## src/rtl/video_timing_pkg.sv

```systemverilog
// -----------------------------------------------------------------------------
// video_timing_pkg
// Shared raster constants for the HDMI overlay path.
//   COORD_W        : coordinate width shared with the overlay enable control
//   MAX_TOTAL      : largest axis total representable in COORD_W bits
//   P1080_* / P720_* : CEA 1080p60 and 720p60 timing presets
//   axis_total()   : ACTIVE+FP+SYNC+BP for one axis
// -----------------------------------------------------------------------------
package video_timing_pkg;

    localparam int unsigned COORD_W   = 12;
    localparam int unsigned MAX_TOTAL = 1 << COORD_W;

    // 1920x1080 @ 60 Hz, 148.5 MHz pixel clock
    localparam int unsigned P1080_H_ACTIVE = 1920;
    localparam int unsigned P1080_H_FP     = 88;
    localparam int unsigned P1080_H_SYNC   = 44;
    localparam int unsigned P1080_H_BP     = 148;
    localparam int unsigned P1080_V_ACTIVE = 1080;
    localparam int unsigned P1080_V_FP     = 4;
    localparam int unsigned P1080_V_SYNC   = 5;
    localparam int unsigned P1080_V_BP     = 36;
    localparam bit          P1080_H_POL    = 1'b1;
    localparam bit          P1080_V_POL    = 1'b1;

    // 1280x720 @ 60 Hz, 74.25 MHz pixel clock
    localparam int unsigned P720_H_ACTIVE  = 1280;
    localparam int unsigned P720_H_FP      = 110;
    localparam int unsigned P720_H_SYNC    = 40;
    localparam int unsigned P720_H_BP      = 220;
    localparam int unsigned P720_V_ACTIVE  = 720;
    localparam int unsigned P720_V_FP      = 5;
    localparam int unsigned P720_V_SYNC    = 5;
    localparam int unsigned P720_V_BP      = 20;
    localparam bit          P720_H_POL     = 1'b1;
    localparam bit          P720_V_POL     = 1'b1;

    function automatic int unsigned axis_total(
        input int unsigned active,
        input int unsigned fp,
        input int unsigned sync,
        input int unsigned bp
    );
        return active + fp + sync + bp;
    endfunction

endpackage

```

## src/rtl/video_axis_counter.sv

```systemverilog
// -----------------------------------------------------------------------------
// video_axis_counter
// One raster axis: position counter with wrap, active and sync decodes.
// Layout along the axis: active, front porch, sync, back porch.
//   i_clk, i_rst_n : clock, asynchronous active-low reset
//   i_run          : generator will be running next cycle; low clears the axis
//   i_step         : advance the position by one this cycle
//   o_count        : registered position, 0..TOTAL-1
//   o_wrap         : this cycle steps from TOTAL-1 back to 0 (combinational)
//   o_active       : next position lies in the active region (combinational)
//   o_sync         : registered sync, POL when asserted, aligned with o_count
// -----------------------------------------------------------------------------
module video_axis_counter
    import video_timing_pkg::*;
#(
    parameter int unsigned ACTIVE = P1080_H_ACTIVE,
    parameter int unsigned FP     = P1080_H_FP,
    parameter int unsigned SYNC   = P1080_H_SYNC,
    parameter int unsigned BP     = P1080_H_BP,
    parameter bit          POL    = 1'b1
) (
    input  logic               i_clk,
    input  logic               i_rst_n,
    input  logic               i_run,
    input  logic               i_step,
    output logic [COORD_W-1:0] o_count,
    output logic               o_wrap,
    output logic               o_active,
    output logic               o_sync
);

    localparam int unsigned TOTAL = axis_total(ACTIVE, FP, SYNC, BP);

    if (TOTAL > MAX_TOTAL) begin : g_total_too_large
        $error("video_axis_counter: axis total %0d exceeds %0d", TOTAL, MAX_TOTAL);
    end

    localparam logic [COORD_W-1:0] L_LAST       = COORD_W'(TOTAL - 1);
    localparam logic [COORD_W-1:0] L_ACTIVE     = COORD_W'(ACTIVE);
    localparam logic [COORD_W-1:0] L_SYNC_FIRST = COORD_W'(ACTIVE + FP);
    localparam logic [COORD_W-1:0] L_SYNC_LAST  = COORD_W'(ACTIVE + FP + SYNC - 1);

    logic [COORD_W-1:0] r_count;
    logic               r_sync;
    logic [COORD_W-1:0] w_next;
    logic               w_last;
    logic               w_in_sync;

    // Decodes are taken from the next position and registered alongside it,
    // so sync lines up with the count it describes.
    always_comb begin
        w_last = (r_count == L_LAST);
        w_next = r_count;
        if (!i_run) begin
            w_next = '0;
        end else if (i_step) begin
            w_next = w_last ? '0 : r_count + 1'b1;
        end
        o_wrap    = i_step && w_last;
        o_active  = (w_next < L_ACTIVE);
        w_in_sync = (w_next >= L_SYNC_FIRST) && (w_next <= L_SYNC_LAST);
    end

    always_ff @(posedge i_clk or negedge i_rst_n) begin
        if (!i_rst_n) begin
            r_count <= '0;
            r_sync  <= ~POL;
        end else begin
            r_count <= w_next;
            r_sync  <= (i_run && w_in_sync) ? POL : ~POL;
        end
    end

    assign o_count = r_count;
    assign o_sync  = r_sync;

endmodule

```

## src/rtl/hdmi_video_timing_gen.sv

```systemverilog
// -----------------------------------------------------------------------------
// hdmi_video_timing_gen
// Free-running raster timing generator for the HDMI overlay path.
//   pixel_clock   : pixel clock, all state on the rising edge
//   reset_n       : asynchronous active-low reset
//   timing_enable : run request; low holds the generator idle at (0,0)
//   x_counter     : horizontal position, 0..H_TOTAL-1
//   y_counter     : vertical position, 0..V_TOTAL-1
//   hsync, vsync  : syncs, asserted level H_POL / V_POL
//   de            : data enable, high in the active region
//   frame_start   : one-cycle pulse at (0,0)
//   line_start    : one-cycle pulse at x_counter=0
// All outputs are registered and describe the pixel shown on x/y that cycle.
// -----------------------------------------------------------------------------
module hdmi_video_timing_gen
    import video_timing_pkg::*;
#(
    parameter int unsigned H_ACTIVE = P1080_H_ACTIVE,
    parameter int unsigned H_FP     = P1080_H_FP,
    parameter int unsigned H_SYNC   = P1080_H_SYNC,
    parameter int unsigned H_BP     = P1080_H_BP,
    parameter int unsigned V_ACTIVE = P1080_V_ACTIVE,
    parameter int unsigned V_FP     = P1080_V_FP,
    parameter int unsigned V_SYNC   = P1080_V_SYNC,
    parameter int unsigned V_BP     = P1080_V_BP,
    parameter bit          H_POL    = P1080_H_POL,
    parameter bit          V_POL    = P1080_V_POL
) (
    input  logic               pixel_clock,
    input  logic               reset_n,
    input  logic               timing_enable,
    output logic [COORD_W-1:0] x_counter,
    output logic [COORD_W-1:0] y_counter,
    output logic               hsync,
    output logic               vsync,
    output logic               de,
    output logic               frame_start,
    output logic               line_start
);

    localparam logic [0:0] ST_IDLE = 1'b0;
    localparam logic [0:0] ST_RUN  = 1'b1;

    logic [0:0] r_state;
    logic       r_de;
    logic       r_frame_start;
    logic       r_line_start;

    logic       w_h_step;
    logic       w_h_wrap;
    logic       w_v_wrap;
    logic       w_h_active;
    logic       w_v_active;

    // Counting only happens while already in RUN; the IDLE->RUN edge lands
    // on (0,0) because the counters are held at zero in IDLE.
    assign w_h_step = (r_state == ST_RUN);

    video_axis_counter #(
        .ACTIVE (H_ACTIVE),
        .FP     (H_FP),
        .SYNC   (H_SYNC),
        .BP     (H_BP),
        .POL    (H_POL)
    ) u_h_axis (
        .i_clk    (pixel_clock),
        .i_rst_n  (reset_n),
        .i_run    (timing_enable),
        .i_step   (w_h_step),
        .o_count  (x_counter),
        .o_wrap   (w_h_wrap),
        .o_active (w_h_active),
        .o_sync   (hsync)
    );

    video_axis_counter #(
        .ACTIVE (V_ACTIVE),
        .FP     (V_FP),
        .SYNC   (V_SYNC),
        .BP     (V_BP),
        .POL    (V_POL)
    ) u_v_axis (
        .i_clk    (pixel_clock),
        .i_rst_n  (reset_n),
        .i_run    (timing_enable),
        .i_step   (w_h_wrap),
        .o_count  (y_counter),
        .o_wrap   (w_v_wrap),
        .o_active (w_v_active),
        .o_sync   (vsync)
    );

    // Next state equals the sampled enable in both states; dropping the
    // enable aborts the frame and the next enable restarts at (0,0).
    always_ff @(posedge pixel_clock or negedge reset_n) begin
        if (!reset_n) begin
            r_state       <= ST_IDLE;
            r_de          <= 1'b0;
            r_frame_start <= 1'b0;
            r_line_start  <= 1'b0;
        end else begin
            r_state       <= timing_enable ? ST_RUN : ST_IDLE;
            r_de          <= timing_enable && w_h_active && w_v_active;
            r_line_start  <= timing_enable && ((r_state == ST_IDLE) || w_h_wrap);
            r_frame_start <= timing_enable && ((r_state == ST_IDLE) || w_v_wrap);
        end
    end

    assign de          = r_de;
    assign frame_start = r_frame_start;
    assign line_start  = r_line_start;

endmodule

```

## config.mk

```make
export PLATFORM = sky130hd
export DESIGN_NAME = hdmi_video_timing_gen
export DESIGN_NICKNAME = d
export VERILOG_FILES = /design/src/rtl/video_timing_pkg.sv /design/src/rtl/video_axis_counter.sv /design/src/rtl/hdmi_video_timing_gen.sv
export SDC_FILE = /design/constraint.sdc
export NUM_CORES = 1
export LEC_CHECK = 0
export BUFFER_PORTS_ARGS = -buffer_cell sky130_fd_sc_hd__buf_2
export CORE_MARGIN = 8
export CORE_UTILIZATION = 42
export DETAILED_ROUTE_END_ITERATION = 6
export GPL_ROUTABILITY_DRIVEN = 0
export SETUP_SLACK_MARGIN = 0.5
export SLEW_MARGIN = 0
export SYNTH_ARGS = -nofsm -noshare
export SYNTH_HDL_FRONTEND = slang
export SYNTH_SLANG_ARGS = --single-unit
```

## constraint.sdc

```tcl
create_clock -name pixel_clock -period 5.7 [get_ports pixel_clock]
set_clock_uncertainty 0.1 [all_clocks]
set_input_delay 1.14 -clock pixel_clock [delete_from_list [all_inputs] [get_ports pixel_clock]]
set_output_delay 1.14 -clock pixel_clock [all_outputs]
set_load 0.1 [all_outputs]
```

; Word-level counts from Yosys, hierarchy flattened
; Cells that the tools add are included.
[word_totals]
ff_bits = 30
in_bits = 3
out_inout_bits = 29
wordCells = 40
[classes]
n_addsub = 2
n_lt_le_gt_ge = 6
eq_ne = 2
n_mux = 9
bitwise_logic = 1
reduce_logical = 12
[op_table]
columns = cell, n
row1 = $mux 12, 6
row2 = $add 12x1->12 const B, 2
row3 = $ge 12x11->1 const B, 2
row4 = $lt 12x11->1 const B, 2
row5 = $eq 12x11->1 const B, 1
row6 = $eq 12x12->1 const B, 1
row7 = $le 12x11->1 const B, 1
row8 = $le 12x12->1 const B, 1
row9 = $logic_and 1x1->1, 10
row10 = $mux 1, 3
row11 = $logic_or 1x1->1, 2
row12 = $not 1->1, 1

; Depth between registers and ports, before layout
[depth]
ltp_word = 8
depth_mapped = 9
depth_no_buf = 8

; Cells and area by module
; From an unflattened synthesis, not the netlist that was laid out.
[unflattened]
hier_cells = 190
area_unflattened_um2 = 1791.7
[modules_own_cells]
columns = module, n_inst, cells_per_inst, area_per_inst_um2, seq_area_each_um2
row1 = video_axis_counter (u_v_axis), 1, 92, 833.3, 325.3
row2 = video_axis_counter (u_h_axis), 1, 89, 824.5, 325.3
row3 = hdmi_video_timing_gen, 1, 9, 133.9, 100.1

; Least setup slack after synthesis
; Ideal clock, no wire load.
[synth_path]
path_type = register to register
from = register u_h_axis.r_count[0], in the netlist u_h_axis.o_count[0]
to = register u_h_axis.r_sync, in the netlist u_h_axis.o_sync
arrival_time_ns = 2.935
t_required_ns = 5.535
setup_slack_ns = 2.600
stages_incl_launch_ff = 9
path_buffers = 1
cell_sequence = dfrtp_1 > ha_1 > nand4bb_1 > buf_2 > o41ai_4 > nor2_2 > or4_4 > nor4_2 > o22a_1
[synth_via]
elab_chain_cells = 8
[synth_rtl]
columns = element, line
row1 = from (decl), video_axis_counter.sv:43  ; logic [COORD_W-1:0] r_count;
row2 = from (signal assigned), video_axis_counter.sv:69  ; r_count <= w_next;
row3 = $add 12x1->12 or $eq 12x12->1 (tied branches), "video_axis_counter.sv:57, video_axis_counter.sv:52"
row4 = $mux 12 (*), video_axis_counter.sv:57  ; w_next = w_last ? '0 : r_count + 1'b1;
row5 = $mux 12 (*), video_axis_counter.sv:56  ; end else if (i_step) begin
row6 = $mux 12 (*), video_axis_counter.sv:54  ; if (!i_run) begin
row7 = named net u_h_axis.w_next[4], video_axis_counter.sv:45  ; logic [COORD_W-1:0] w_next;
row8 = $ge 12x11->1 or $le 12x12->1 (tied branches), video_axis_counter.sv:61  ; w_in_sync = (w_next >= L_SYNC_FIRST) && (w_next <= L_SYNC_LAST);
row9 = $logic_and 1x1->1 (*), video_axis_counter.sv:61
row10 = $logic_and 1x1->1 (*), video_axis_counter.sv:70  ; r_sync <= (i_run && w_in_sync) ? POL : ~POL;
row11 = $mux 1 (*), video_axis_counter.sv:70
row12 = to (signal assigned), video_axis_counter.sv:67  ; r_sync <= ~POL;
row13 = to (signal assigned), video_axis_counter.sv:70
row14 = to (decl), video_axis_counter.sv:44  ; logic r_sync;
; The timed path passes the listed nets; every way through them passes the cells marked *.

; Worst setup path in the final report
[layout_path]
from = register u_h_axis.r_count[0], in the netlist u_h_axis.o_count[0]
to = register r_de, in the netlist de
[layout_via]
elab_chain_cells = 7
[layout_rtl]
columns = element, line
row1 = $add 12x1->12 or $eq 12x12->1 (tied branches), "video_axis_counter.sv:57, video_axis_counter.sv:52"
row2 = $mux 12, video_axis_counter.sv:57
row3 = $mux 12, video_axis_counter.sv:56
row4 = $mux 12, video_axis_counter.sv:54
row5 = $lt 12x11->1, video_axis_counter.sv:60  ; o_active = (w_next < L_ACTIVE);
row6 = $logic_and 1x1->1, hdmi_video_timing_gen.sv:103  ; r_de <= timing_enable && w_h_active && w_v_active;
row7 = $logic_and 1x1->1 (*), hdmi_video_timing_gen.sv:103
row8 = to (signal assigned), hdmi_video_timing_gen.sv:103
row9 = to (decl), hdmi_video_timing_gen.sv:45  ; logic r_de;
; Every way passes the cells marked *; elsewhere a longest branch is shown, timed or not.

==> qor.yml <==
synthesis:
  synth_top_cell_area_share_pct: 39.3
  synth_seq_cells: 30
  async_flop_share_pct: 100
  yosys.area_share.simple_pct: 31.7
  synthCells: 205
  synth.mux.area_fraction_pct: 0.525
  synth_top_area_cell: "dfrtp_1"
  synth_adder_area_share_pct: 1.97
  synth.avg_cell_area_um2: 9.31
  ys_types: 49
  synthTopCellsByArea: "dfrtp_1, nor2_1, xnor2_1"
  ys.flop_type: "dfrtp_1"
  ys_seq_area_share_pct: 39.3
  synth_edf_count: 0
  syn_nets: 211
  synthXorXnorAreaFrac_pct: 8.72
  syn_area_mm2: 0.00191
  yosysWarnings: 0
  synth_top_family_by_area: "simple AND/OR/NAND/NOR gates"
  synth_compound_area_share_pct: 12.8
floorplanning:
  die_x_um: 83.4
  core_area_mm2: 0.00435
  die_y_um: 83.4
  row_count: 24
  ios: 32
  initial_utilization_pct: 43.8
  die_area_mm2: 0.00696
placed_design:
  portBuffers: 31
  dpl.hpwl_mm: 3.63
  place_ws_ns: 2.66
  place_inst: 278
power_and_ir_drop:
  powerDensity_mw_per_mm2: 198
  p_leak_nw: 0.972
  irDropWorstVdd_v: 0.0000902
finish:
  antenna_cells: 0
  drive_gt1_share_pct: 19.4
  nFillCells: 420
  fin_nets: 239
  finalNonFillerCells: 284
  area_delta_synth_final_pct: 12.9
  final_common_cell: "buf_2"
  mostFrequentLayoutCells: "buf_2, dfrtp_1, nor2_1"
  final_util_pct: 49.5
setup_path:
  arrival_ns: 3.21
  worstSetupStartpointType: "flop"
  crit_type: "flop to flop"
  endpoint_kind: "flop"
  cp.required_ns: 5.80
  path_max_fanout: 9
  r2r_slack_ns: 2.59
sta:
  setup_ws_ns: 2.59
  slew_headroom_pct: 47.0
  clock.fmax_ghz: 0.322
  setup-violations-final: 0
  hold_viol: 0
  finalCriticalPeriod_ns: 3.11
  grt_setup_unrepaired: "false"
  finalCritPeriodShare_pct: 54.5
  maxSlewViolCount: 0
  fin_tns_setup_ns: 0
  worst_pin_slew_ns: 0.787
global_route:
  antenna_found_initial: 0
  grt_pass1_vias: 1757
  grt_overflow_total: 0
  grt_pass1_wl_mm: 8.42
  grt_max_degree: 31
  track_usage_pct: 14.6
  met2_usage_pct: 24.9
  use_met1_pct: 16.6
  met3_usage_pct: 4.20
  top_usage_layer: "met2"
drt:
  vias_per_cell: 5.73
  drtPass1Iterations: 4
  drcViolationCount: 0
  drt-initial-drc-count: 72
  via_count: 1628
  drt-wirelength-per-cell_um: 17.3
  antenna_left: 0
  drt_wl_total_mm: 4.92
cts:
  clockBufferDepth: 2
  cts_tree: "yes"
  cts.sinks: 30
  post_cts.repair.setup_buffers: 0
  path_clk_slew_ns: 0.06
  clk_latency_ns: 0.28
  cts_resized: 0
  holdBufCountCts: 0
  h-tree-depth: 2
  cts_root_buf: "clkbuf_8"
  cts_buffers: 5
job:
  max-cap-violations: 0
outcome:
  status: "finished clean"
hold_path:
  hold_path.class: "flop to flop"
==> final timing paths <==
check | from | to | cells past startpoint
worst max-delay path | u_h_axis.o_count[0] | de | 7
worst min-delay path | u_h_axis.o_count[1] | u_h_axis.o_count[1] | 2
worst max register to register | u_h_axis.o_count[0] | de | 7
worst min register to register | u_h_axis.o_count[1] | u_h_axis.o_count[1] | 2
max in group asynchronous | reset_n | de | 1
min in group asynchronous | reset_n | r_state | 1
==> kinds of logic (layout without fill, tap and decap cells) <==
family                     after synthesis  count (layout)
AOI/OAI and AO/OA                       33              33
xor gates and xnor gates                19              19
adders and majority gates                3               3
buffers and inverters                   20              47
DFF                                     30              30
muxes                                    1               1
and+or+nand+nor                         99              99
==> through the flow <==
step | hold slack, ns | power, mW | cell area, µm²
2_1_floorplan | 0.628 | 0.250 | 1910
6_report | 0.489 | 0.427 | 2150
3_5_place_dp | 0.485 | 0.262 | 2070
4_1_cts | 0.494 | 0.433 | 2150
5_1_grt | 0.553 | 0.444 | 2150
3_3_place_gp | 0.457 | 0.262 | 2070
==> layout make-up <==
type,instances,area (µm²),share of cell area (%)
Clock buffer,6,82.6,3.83
Inverter,10,37.5,1.74
Multi-Input combinational cell,155,1060,49.4
Sequential cell,30,751,34.8
Tap cell,52,65.1,3.02
Timing Repair Buffer,31,155,7.20
==> flip-flops by register name (all words and copies together) (netlist names) <==
register / flops
u_h_axis.o_count: 12
de: 1
frame_start: 1
line_start: 1
u_h_axis.o_sync: 1
r_state: 1
u_v_axis.o_sync: 1
u_v_axis.o_count: 12
==> metal layers <==
metal | share of wire [%] | up-vias
li1 | - | 802
met1 | 44 | 787
met2 | 50 | 32
met5 | 0 | -
met4 | 1.5 | 0
met3 | 4.3 | 7
==> worst max-delay path: stages, from the launching register on <==
cell	delay (ns)
dfrtp_1	0.40
ha_1	0.22
nand4bb_1	0.42
nor4_1	0.81
nand4_1	0.16
a211oi_1	0.41
o311ai_0	0.26
a211oi_2	0.25
==> cell usage after synthesis, drive strengths merged, types with 2 or more instances <==
master / n
clkbuf: 7
or4: 4
nor3b: 3
nor2: 25
o21ai: 7
nand2b: 3
a211oi: 3
nand4b: 2
nand3: 12
and3: 2
xor2: 9
inv: 10
a31oi: 2
and4: 6
nor4: 7
and2: 2
nand2: 10
buf: 3
or3: 5
nor3: 2
xnor2: 10
nor4b: 2
ha: 3
o21a: 6
a21oi: 7
nand4: 10
dfrtp: 30
==> power by group <==
part	total [mW]	internal, mW	switching [mW]
combinational	0.0388	0.00675	0.0321
sequential	0.219	0.216	0.00311
clock	0.169	0.0929	0.0762
total	0.427	0.315	0.111
Power figures use the tool's default switching activity.
